## config.mk

```make
export PLATFORM = sky130hd
export DESIGN_NAME = bios_dl_sequencer
export DESIGN_NICKNAME = d
export VERILOG_FILES = /design/src/rtl/bios_dl_sequencer.sv
export SDC_FILE = /design/constraint.sdc
export NUM_CORES = 2
export LEC_CHECK = 0
export CORE_ASPECT_RATIO = 0.7
export CORE_UTILIZATION = 48
export DETAILED_ROUTE_END_ITERATION = 10
export PLACE_DENSITY = 0.74
export SLEW_MARGIN = 40
export SYNTH_ARGS = -nofsm -noshare
export SYNTH_HDL_FRONTEND = slang
export SYNTH_SLANG_ARGS = --single-unit
```

## constraint.sdc

```tcl
create_clock -name clk_sdr -period 5.04 [get_ports clk_sdr]
set_clock_uncertainty 0.15 [all_clocks]
set_input_delay 1.008 -clock clk_sdr [delete_from_list [all_inputs] [get_ports clk_sdr]]
set_output_delay 1.008 -clock clk_sdr [all_outputs]
set_load 0.005 [all_outputs]
```

## src/rtl/bios_dl_sequencer.sv

```systemverilog
// BIOS download sequencer: pairs ioctl bytes into 16-bit words, double-buffers them in two
// banks and offers each full bank to the system. Define BIOS_DL_INDEX_FILTER_EN to accept only ioctl_index==DL_INDEX.
module bios_dl_sequencer #(
  parameter int          BLOCK_WORDS = 64,
  parameter int          ADDR_W      = 13,
  parameter logic [15:0] PAD_WORD    = 16'hFFFF,
  parameter logic [7:0]  DL_INDEX    = 8'h00
) (
  input  logic              clk_sdr,
  input  logic              reset_n,
  input  logic              ioctl_download,
  input  logic [7:0]        ioctl_index,
  input  logic              ioctl_wr,
  input  logic [24:0]       ioctl_addr,
  input  logic [7:0]        ioctl_dout,
  input  logic              bios_req,
  output logic [ADDR_W-1:0] bios_addr,
  output logic [15:0]       bios_din,
  output logic              bios_wr,
  output logic              bios_loaded,
  output logic              overrun
);

  localparam int             PW   = $clog2(BLOCK_WORDS);
  localparam logic [PW-1:0]  LAST = PW'(BLOCK_WORDS - 1);

  typedef enum logic [1:0] {R_IDLE, R_OFFER, R_GAP} rd_state_t;
  typedef enum logic [1:0] {LD_LOADING, LD_FLUSH, LD_DRAIN, LD_DONE} ld_state_t;

  rd_state_t rd_state, rd_state_nxt;
  ld_state_t ld_state, ld_state_nxt;

  logic [15:0]   mem [0:2*BLOCK_WORDS-1];
  logic          dl_q, dl_start, dl_end, dl_on;
  logic          wr_bank, rd_bank, low_vld;
  logic [PW-1:0] wr_ptr, rd_ptr;
  logic [7:0]    low_q;
  logic [1:0]    full, free_now, full_set;
  logic          wr_busy, byte_in, flush_wr, word_we, word_wrap, rd_take, nothing_pending;
  logic [15:0]   word_wd;
  logic          unused_ok;

  always_ff @(posedge clk_sdr or negedge reset_n) begin
    if (!reset_n) dl_q <= 1'b0;
    else          dl_q <= ioctl_download;
  end

`ifdef BIOS_DL_INDEX_FILTER_EN
  // The index is judged once, at the rising edge; a rejected download leaves everything untouched.
  logic acc_q;
  always_ff @(posedge clk_sdr or negedge reset_n) begin
    if (!reset_n)                      acc_q <= 1'b0;
    else if (ioctl_download && !dl_q)  acc_q <= (ioctl_index == DL_INDEX);
    else if (!ioctl_download)          acc_q <= 1'b0;
  end
  assign dl_start  = ioctl_download & ~dl_q & (ioctl_index == DL_INDEX);
  assign dl_end    = ~ioctl_download & dl_q & acc_q;
  assign dl_on     = ioctl_download & acc_q;
  assign unused_ok = &{1'b0, ioctl_addr[24:1]};
`else
  assign dl_start  = ioctl_download & ~dl_q;
  assign dl_end    = ~ioctl_download & dl_q;
  assign dl_on     = ioctl_download & dl_q;
  assign unused_ok = &{1'b0, ioctl_addr[24:1], ioctl_index, DL_INDEX};
`endif

  // A bank freed by the reader this cycle may take a byte in the same cycle.
  always_comb begin
    free_now = 2'b00;
    if (rd_take && rd_ptr == LAST) free_now[rd_bank] = 1'b1;
  end

  assign wr_busy         = full[wr_bank] & ~free_now[wr_bank];
  assign byte_in         = ioctl_wr & dl_on & (ld_state == LD_LOADING);
  assign flush_wr        = (ld_state == LD_FLUSH) & ~wr_busy & (low_vld | (wr_ptr != '0)) & ~dl_start;
  assign nothing_pending = (wr_ptr == '0) & ~low_vld & (full == 2'b00);

  always_comb begin
    word_we = 1'b0;
    word_wd = PAD_WORD;
    if (byte_in && !wr_busy && ioctl_addr[0]) begin
      word_we = 1'b1;
      word_wd = {ioctl_dout, low_q};
    end else if (flush_wr) begin
      word_we = 1'b1;
      word_wd = low_vld ? {PAD_WORD[15:8], low_q} : PAD_WORD;
    end
  end

  assign word_wrap = word_we & (wr_ptr == LAST);
  assign full_set  = {word_wrap & wr_bank, word_wrap & ~wr_bank};

  always_ff @(posedge clk_sdr) begin
    if (word_we) mem[{wr_bank, wr_ptr}] <= word_wd;
    if (byte_in && !wr_busy && !ioctl_addr[0]) low_q <= ioctl_dout;
  end

  always_ff @(posedge clk_sdr or negedge reset_n) begin
    if (!reset_n) begin
      wr_bank <= 1'b0;
      wr_ptr  <= '0;
      low_vld <= 1'b0;
      full    <= 2'b00;
      overrun <= 1'b0;
    end else if (dl_start) begin
      wr_bank <= 1'b0;
      wr_ptr  <= '0;
      low_vld <= 1'b0;
      full    <= 2'b00;
      overrun <= 1'b0;
    end else begin
      full <= (full & ~free_now) | full_set;
      if (word_we) begin
        wr_ptr  <= wr_ptr + PW'(1);
        low_vld <= 1'b0;
      end else if (byte_in && !wr_busy && !ioctl_addr[0]) begin
        low_vld <= 1'b1;
      end
      if (word_wrap)          wr_bank <= ~wr_bank;
      if (byte_in && wr_busy) overrun <= 1'b1;
    end
  end

  assign rd_take = (rd_state == R_OFFER) & bios_req & ~dl_start;

  always_ff @(posedge clk_sdr or negedge reset_n) begin
    if (!reset_n) begin
      rd_bank   <= 1'b0;
      rd_ptr    <= '0;
      bios_addr <= '0;
      bios_din  <= 16'h0000;
    end else if (dl_start) begin
      rd_bank   <= 1'b0;
      rd_ptr    <= '0;
      bios_addr <= '0;
    end else if (rd_take) begin
      bios_din  <= mem[{rd_bank, rd_ptr}];
      rd_ptr    <= rd_ptr + PW'(1);
      bios_addr <= bios_addr + ADDR_W'(1);
      if (rd_ptr == LAST) rd_bank <= ~rd_bank;
    end
  end

  always_ff @(posedge clk_sdr or negedge reset_n) begin
    if (!reset_n) begin
      rd_state <= R_IDLE;
      ld_state <= LD_LOADING;
    end else begin
      rd_state <= rd_state_nxt;
      ld_state <= ld_state_nxt;
    end
  end

  always_comb begin
    rd_state_nxt = rd_state;
    if (dl_start) begin
      rd_state_nxt = R_IDLE;
    end else begin
      unique case (rd_state)
        R_IDLE:  if (full[rd_bank]) rd_state_nxt = R_OFFER;
        R_OFFER: if (rd_take && rd_ptr == LAST) rd_state_nxt = R_GAP;
        // One low cycle between offers so the consumer sees a fresh rising edge.
        R_GAP:   rd_state_nxt = full[rd_bank] ? R_OFFER : R_IDLE;
        default: rd_state_nxt = R_IDLE;
      endcase
    end
  end

  always_comb begin
    ld_state_nxt = ld_state;
    if (dl_start) begin
      ld_state_nxt = LD_LOADING;
    end else begin
      unique case (ld_state)
        LD_LOADING: if (dl_end) ld_state_nxt = nothing_pending ? LD_DONE : LD_FLUSH;
        LD_FLUSH:   if (!wr_busy && !low_vld && wr_ptr == '0) ld_state_nxt = LD_DRAIN;
        LD_DRAIN:   if (full == 2'b00) ld_state_nxt = LD_DONE;
        default:    ld_state_nxt = ld_state;
      endcase
    end
  end

  always_comb begin
    bios_wr     = (rd_state == R_OFFER);
    bios_loaded = (ld_state == LD_DONE);
  end

endmodule

```

==> insert_results.sql <==
INSERT INTO impl_metrics (metric_group, metric, value, unit) VALUES
('power_and_ir_drop', 'internal_power', '26.7', 'mW'),
('power_and_ir_drop', 'clkPwrFrac', '41.2', '%'),
('setup_path', 'timing.critical_path.from_type', 'flip-flop', ''),
('placement', 'gp_routability_congestion', '0.921', ''),
('setup_path', 'setup.reg_to_reg.worst_slack', '980', 'ps'),
('timing', 'setup_tns', '0', 'ps'),
('layout', 'syn2layout_area_growth', '12.8', '%'),
('timing', 'fmax', '246', 'MHz'),
('route', 'detail_route.vias_per_cell', '6.34', ''),
('yosys', 'synth-main-ff-cell', 'sky130_fd_sc_hd__edfxtp_1', ''),
('clocking', 'cts-htree-levels', '4', ''),
('power_and_ir_drop', 'p_switching', '6.46', 'mW'),
('timing', 'period_needed', '4060', 'ps'),
('power_and_ir_drop', 'power.leakage', '32.9', 'nW'),
('grt', 'grt_util_met3', '7.79', '%'),
('timing', 'timing_worst_slew_pin_value', '894', 'ps'),
('clocking', 'worstSkewPairLatency', '810', 'ps'),
('route', 'drt_pass1_iterations', '6', ''),
('grt', 'first_pass_grt_wire_length', '295000', 'microns'),
('die', 'overall_die_height', '348', 'microns'),
('placement', 'port_buffers', '45', ''),
('timing', 'rsz0062_at_grt', 'false', ''),
('yosys', 'synth.cell_area', '0.0822', 'sq mm'),
('layout', 'layout-drive-gt1-share', '21.1', '%'),
('timing', 'finalCritPeriodShare', '80.6', '%'),
('placement', 'post-dp-hpwl', '124000', 'microns'),
('timing', 'final_hold_viol_count', '0', ''),
('yosys', 'syn-mean-instance-area', '19.9', 'sq um'),
('die', 'die_footprint', '0.173', 'sq mm'),
('yosys', 'syn_nets', '4180', ''),
('setup_path', 'critPathArrivalTime', '4600', 'ps'),
('grt', 'grtUsageMet2', '33.5', '%'),
('die', 'core', '0.169', 'sq mm'),
('clocking', 'clock_transition_at_the_registers_of_the_reported_paths', '60', 'ps'),
('grt', 'grt_busiest_layer', 'met1', ''),
('yosys', 'number_of_flops_mapped_to_enable_cells_by_yosys', '2056', ''),
('route', 'dr_drc_count', '0', ''),
('timing', 'whs', '178', 'ps'),
('clocking', 'cts_hold_repair.buffers', '0', ''),
('yosys', 'yosys.cell_types.count', '67', ''),
('power_and_ir_drop', 'power_density', '358', 'mW/mm^2'),
('grt', 'remaining_global_route_overflow', '0', ''),
('die', 'boundaryPins', '78', ''),
('layout', 'final_nets', '4425', ''),
('clocking', 'cts_made_buffers', '179', ''),
('setup_path', 'cp_data_required_time', '5580', 'ps'),
('setup_path', 'critPathCaptureType', 'flip-flop', ''),
('grt', 'grt_use_met1', '35.6', '%'),
('clocking', 'cts.repair.resized', '0', ''),
('outcome', 'run_status', 'completed', ''),
('min_path', 'hold_removal_path_class', 'in -> async', ''),
('die', 'floorplan.rows', '126', ''),
('power_and_ir_drop', 'share_comb_of_total_power', '1.2', '%'),
('timing', 'final-max-slew-violation-count', '0', ''),
('route', 'drt-initial-drc-count', '6563', ''),
('clocking', 'cts.root.buffer_cell', 'sky130_fd_sc_hd__clkbuf_16', ''),
('yosys', 'flops_latches_synth', '2108', ''),
('clocking', 'cts_tree', 'yes', ''),
('flow_run', 'max_cap_viol_count', '0', ''),
('grt', 'maximum_number_of_pins_on_one_net_before_global_route_repair', '129', ''),
('route', 'drt_wl_total', '207000', 'microns'),
('grt', 'grt_use_total', '24.0', '%'),
('clocking', 'postCtsSetupRepairBufs', '0', ''),
('die', 'initial_core_util', '48.5', '%'),
('yosys', 'cells_after_synthesis', '4123', ''),
('power_and_ir_drop', 'p_sw_share', '19.5', '%'),
('setup_path', 'timing_worst_setup_path_type', 'reg -> reg', ''),
('yosys', 'ys_warn_count', '0', ''),
('clocking', 'clock_path_buffers', '3', ''),
('yosys', 'synthArstFlopShare', '2.47', '%'),
('power_and_ir_drop', 'power.share.sequential', '57.5', '%'),
('setup_path', 'timing.critical_path.fanout_max', '55', ''),
('timing', 'setup_viol_count_final', '0', ''),
('yosys', 'seq_area_frac_synth', '76.7', '%'),
('route', 'route.antenna.remaining_nets', '0', ''),
('route', 'num_vias', '42800', ''),
('clocking', 'numClockSinks', '2108', ''),
('power_and_ir_drop', 'peakVddDrop', '0.000307', 'V'),
('route', 'detail_route.wl_per_cell', '30.7', 'microns'),
('die', 'fp.dieW', '496', 'microns'),
('grt', 'antenna_found_initial', '12', ''),
('grt', 'grt_pass1_vias', '41100', ''),
('timing', 'timing.max_slew.rel_slack', '40.4', '%');
-- power groups by stage --
stage / registers (mW) / clock network [mW] / logic (mW)
2_1_floorplan: 19.5 / 0 / 0.205
3_3_place_gp: 19.5 / 0 / 0.385
3_5_place_dp: 19.5 / 0 / 0.403
4_1_cts: 19.1 / 13.8 / 0.404
5_1_grt: 19.1 / 14.5 / 0.430
6_report: 19.1 / 13.7 / 0.413
-- logic make-up after synthesis --
kind of cell	after synthesis	synth area share [%]
XOR/XNOR	19	0.203
buffers and inverters	265	1.44
flip-flops	2108	76.7
multiplexers	705	14.0
AND/OR/NAND/NOR	508	3.08
adder cells (fa/ha/maj)	11	0.168
AO/OA/AOI/OAI	507	4.37
-- path summary, 6_finish.rpt --
kind,from,endpoint,depth (start not counted)
max,rd_ptr[1],bios_din[15],7
min,reset_n,bios_addr[0],2
max reg2reg,rd_ptr[1],bios_din[15],7
min reg2reg,overrun,overrun,2
max in group asynchronous,reset_n,rd_ptr[1],2
min in group clk_sdr,overrun,overrun,2
-- critical path, stage by stage, from the launching register on --
cell and delay, ps:
sky130_fd_sc_hd__dfrtp_4 850, sky130_fd_sc_hd__nand2b_4 480, sky130_fd_sc_hd__buf_12 390, sky130_fd_sc_hd__o221ai_1 500, sky130_fd_sc_hd__o22ai_1 170, sky130_fd_sc_hd__o21ai_0 710, sky130_fd_sc_hd__nand2_1 350, sky130_fd_sc_hd__o31ai_1 330
-- Yosys cell counts, types with 25 or more instances --
master / n / share of area, %
sky130_fd_sc_hd__edfxtp_1: 2056 / 75
sky130_fd_sc_hd__mux4_2: 354 / 9.7
sky130_fd_sc_hd__mux2i_1: 336 / 4.1
sky130_fd_sc_hd__nor2_1: 187 / 0.85
sky130_fd_sc_hd__clkbuf_1: 124 / 0.57
sky130_fd_sc_hd__a21oi_1: 109 / 0.66
sky130_fd_sc_hd__o221ai_1: 97 / 1.0
sky130_fd_sc_hd__buf_2: 79 / 0.48
sky130_fd_sc_hd__nor3_1: 65 / 0.40
sky130_fd_sc_hd__o22ai_1: 63 / 0.48
sky130_fd_sc_hd__nand2_1: 54 / 0.25
sky130_fd_sc_hd__dfrtp_1: 52 / 1.6
sky130_fd_sc_hd__o21ai_0: 52 / 0.32
sky130_fd_sc_hd__nand3_1: 50 / 0.30
sky130_fd_sc_hd__nand2b_1: 42 / 0.32
sky130_fd_sc_hd__a2111oi_0: 31 / 0.33
sky130_fd_sc_hd__buf_1: 26 / 0.12
sky130_fd_sc_hd__nor2b_1: 25 / 0.19
-- sequential cells by signal, summed over array words and instances (netlist names) --
name / count
mem: 2048
bios_din: 16
bios_addr: 13
low_q: 8
rd_ptr: 6
wr_ptr: 6
full: 2
ld_state: 2
rd_state: 2
dl_q: 1
low_vld: 1
overrun: 1
rd_bank: 1
wr_bank: 1
-- through the flow --
stage	power [mW]	setup slack, ps	cells	instance area, sq um	util [%]
finish	33.2	975	6754	92700	54.7
global route	34.0	857	6749	92600	54.7
CTS	33.3	1110	6745	92600	54.7
detailed placement	19.9	274	6424	86900	51.3
global placement	19.8	339	6419	86800	51.3
floorplan	19.7	133	4123	82200	-
-- per-layer routing --
| metal | vias up | part of all wire (%) |
|---|---|---|
| met2 | 2760 | 43 |
| met4 | 20 | 3.1 |
| met1 | 22100 | 40 |
| li1 | 17600 | - |
| met5 | - | 0.076 |
| met3 | 365 | 14 |
-- cells in the final DEF, fill, tap and decap left out, drive strengths merged, types with 14 or more instances in the layout --
cell and instances:
o31ai 14, or3 14, a21oi 109, a32oi 15
clkbuf 224, o311ai 16, o21a 14, edfxtp 2056
inv 16, or3b 15, bufinv 16, o221ai 97
nor3 65, clkdlybuf4s50 44, o211ai 17, a221oi 17
dfrtp 52, a31oi 17, a2111oi 31, nor2b 25
nand3 51, nor4 15, clkinv 73, nand4 14
nand2b 42, a22o 15, o22ai 63, nor2 187
buf 272, o2bb2ai 15, o21ai 54, nand2 54
mux2 15, mux4 354, mux2i 336
-- layout make-up --
cell class,count,area (sq um)
sequential,2108,63100
inverter,13,51.3
antenna,6,15.0
fill,12500,76700
tap,2240,2800
clock buffer,224,4780
multi-input combinational,1750,18100
timing repair buffer,316,2920
clock inverter,97,882
(Power assumes the default switching activity.)
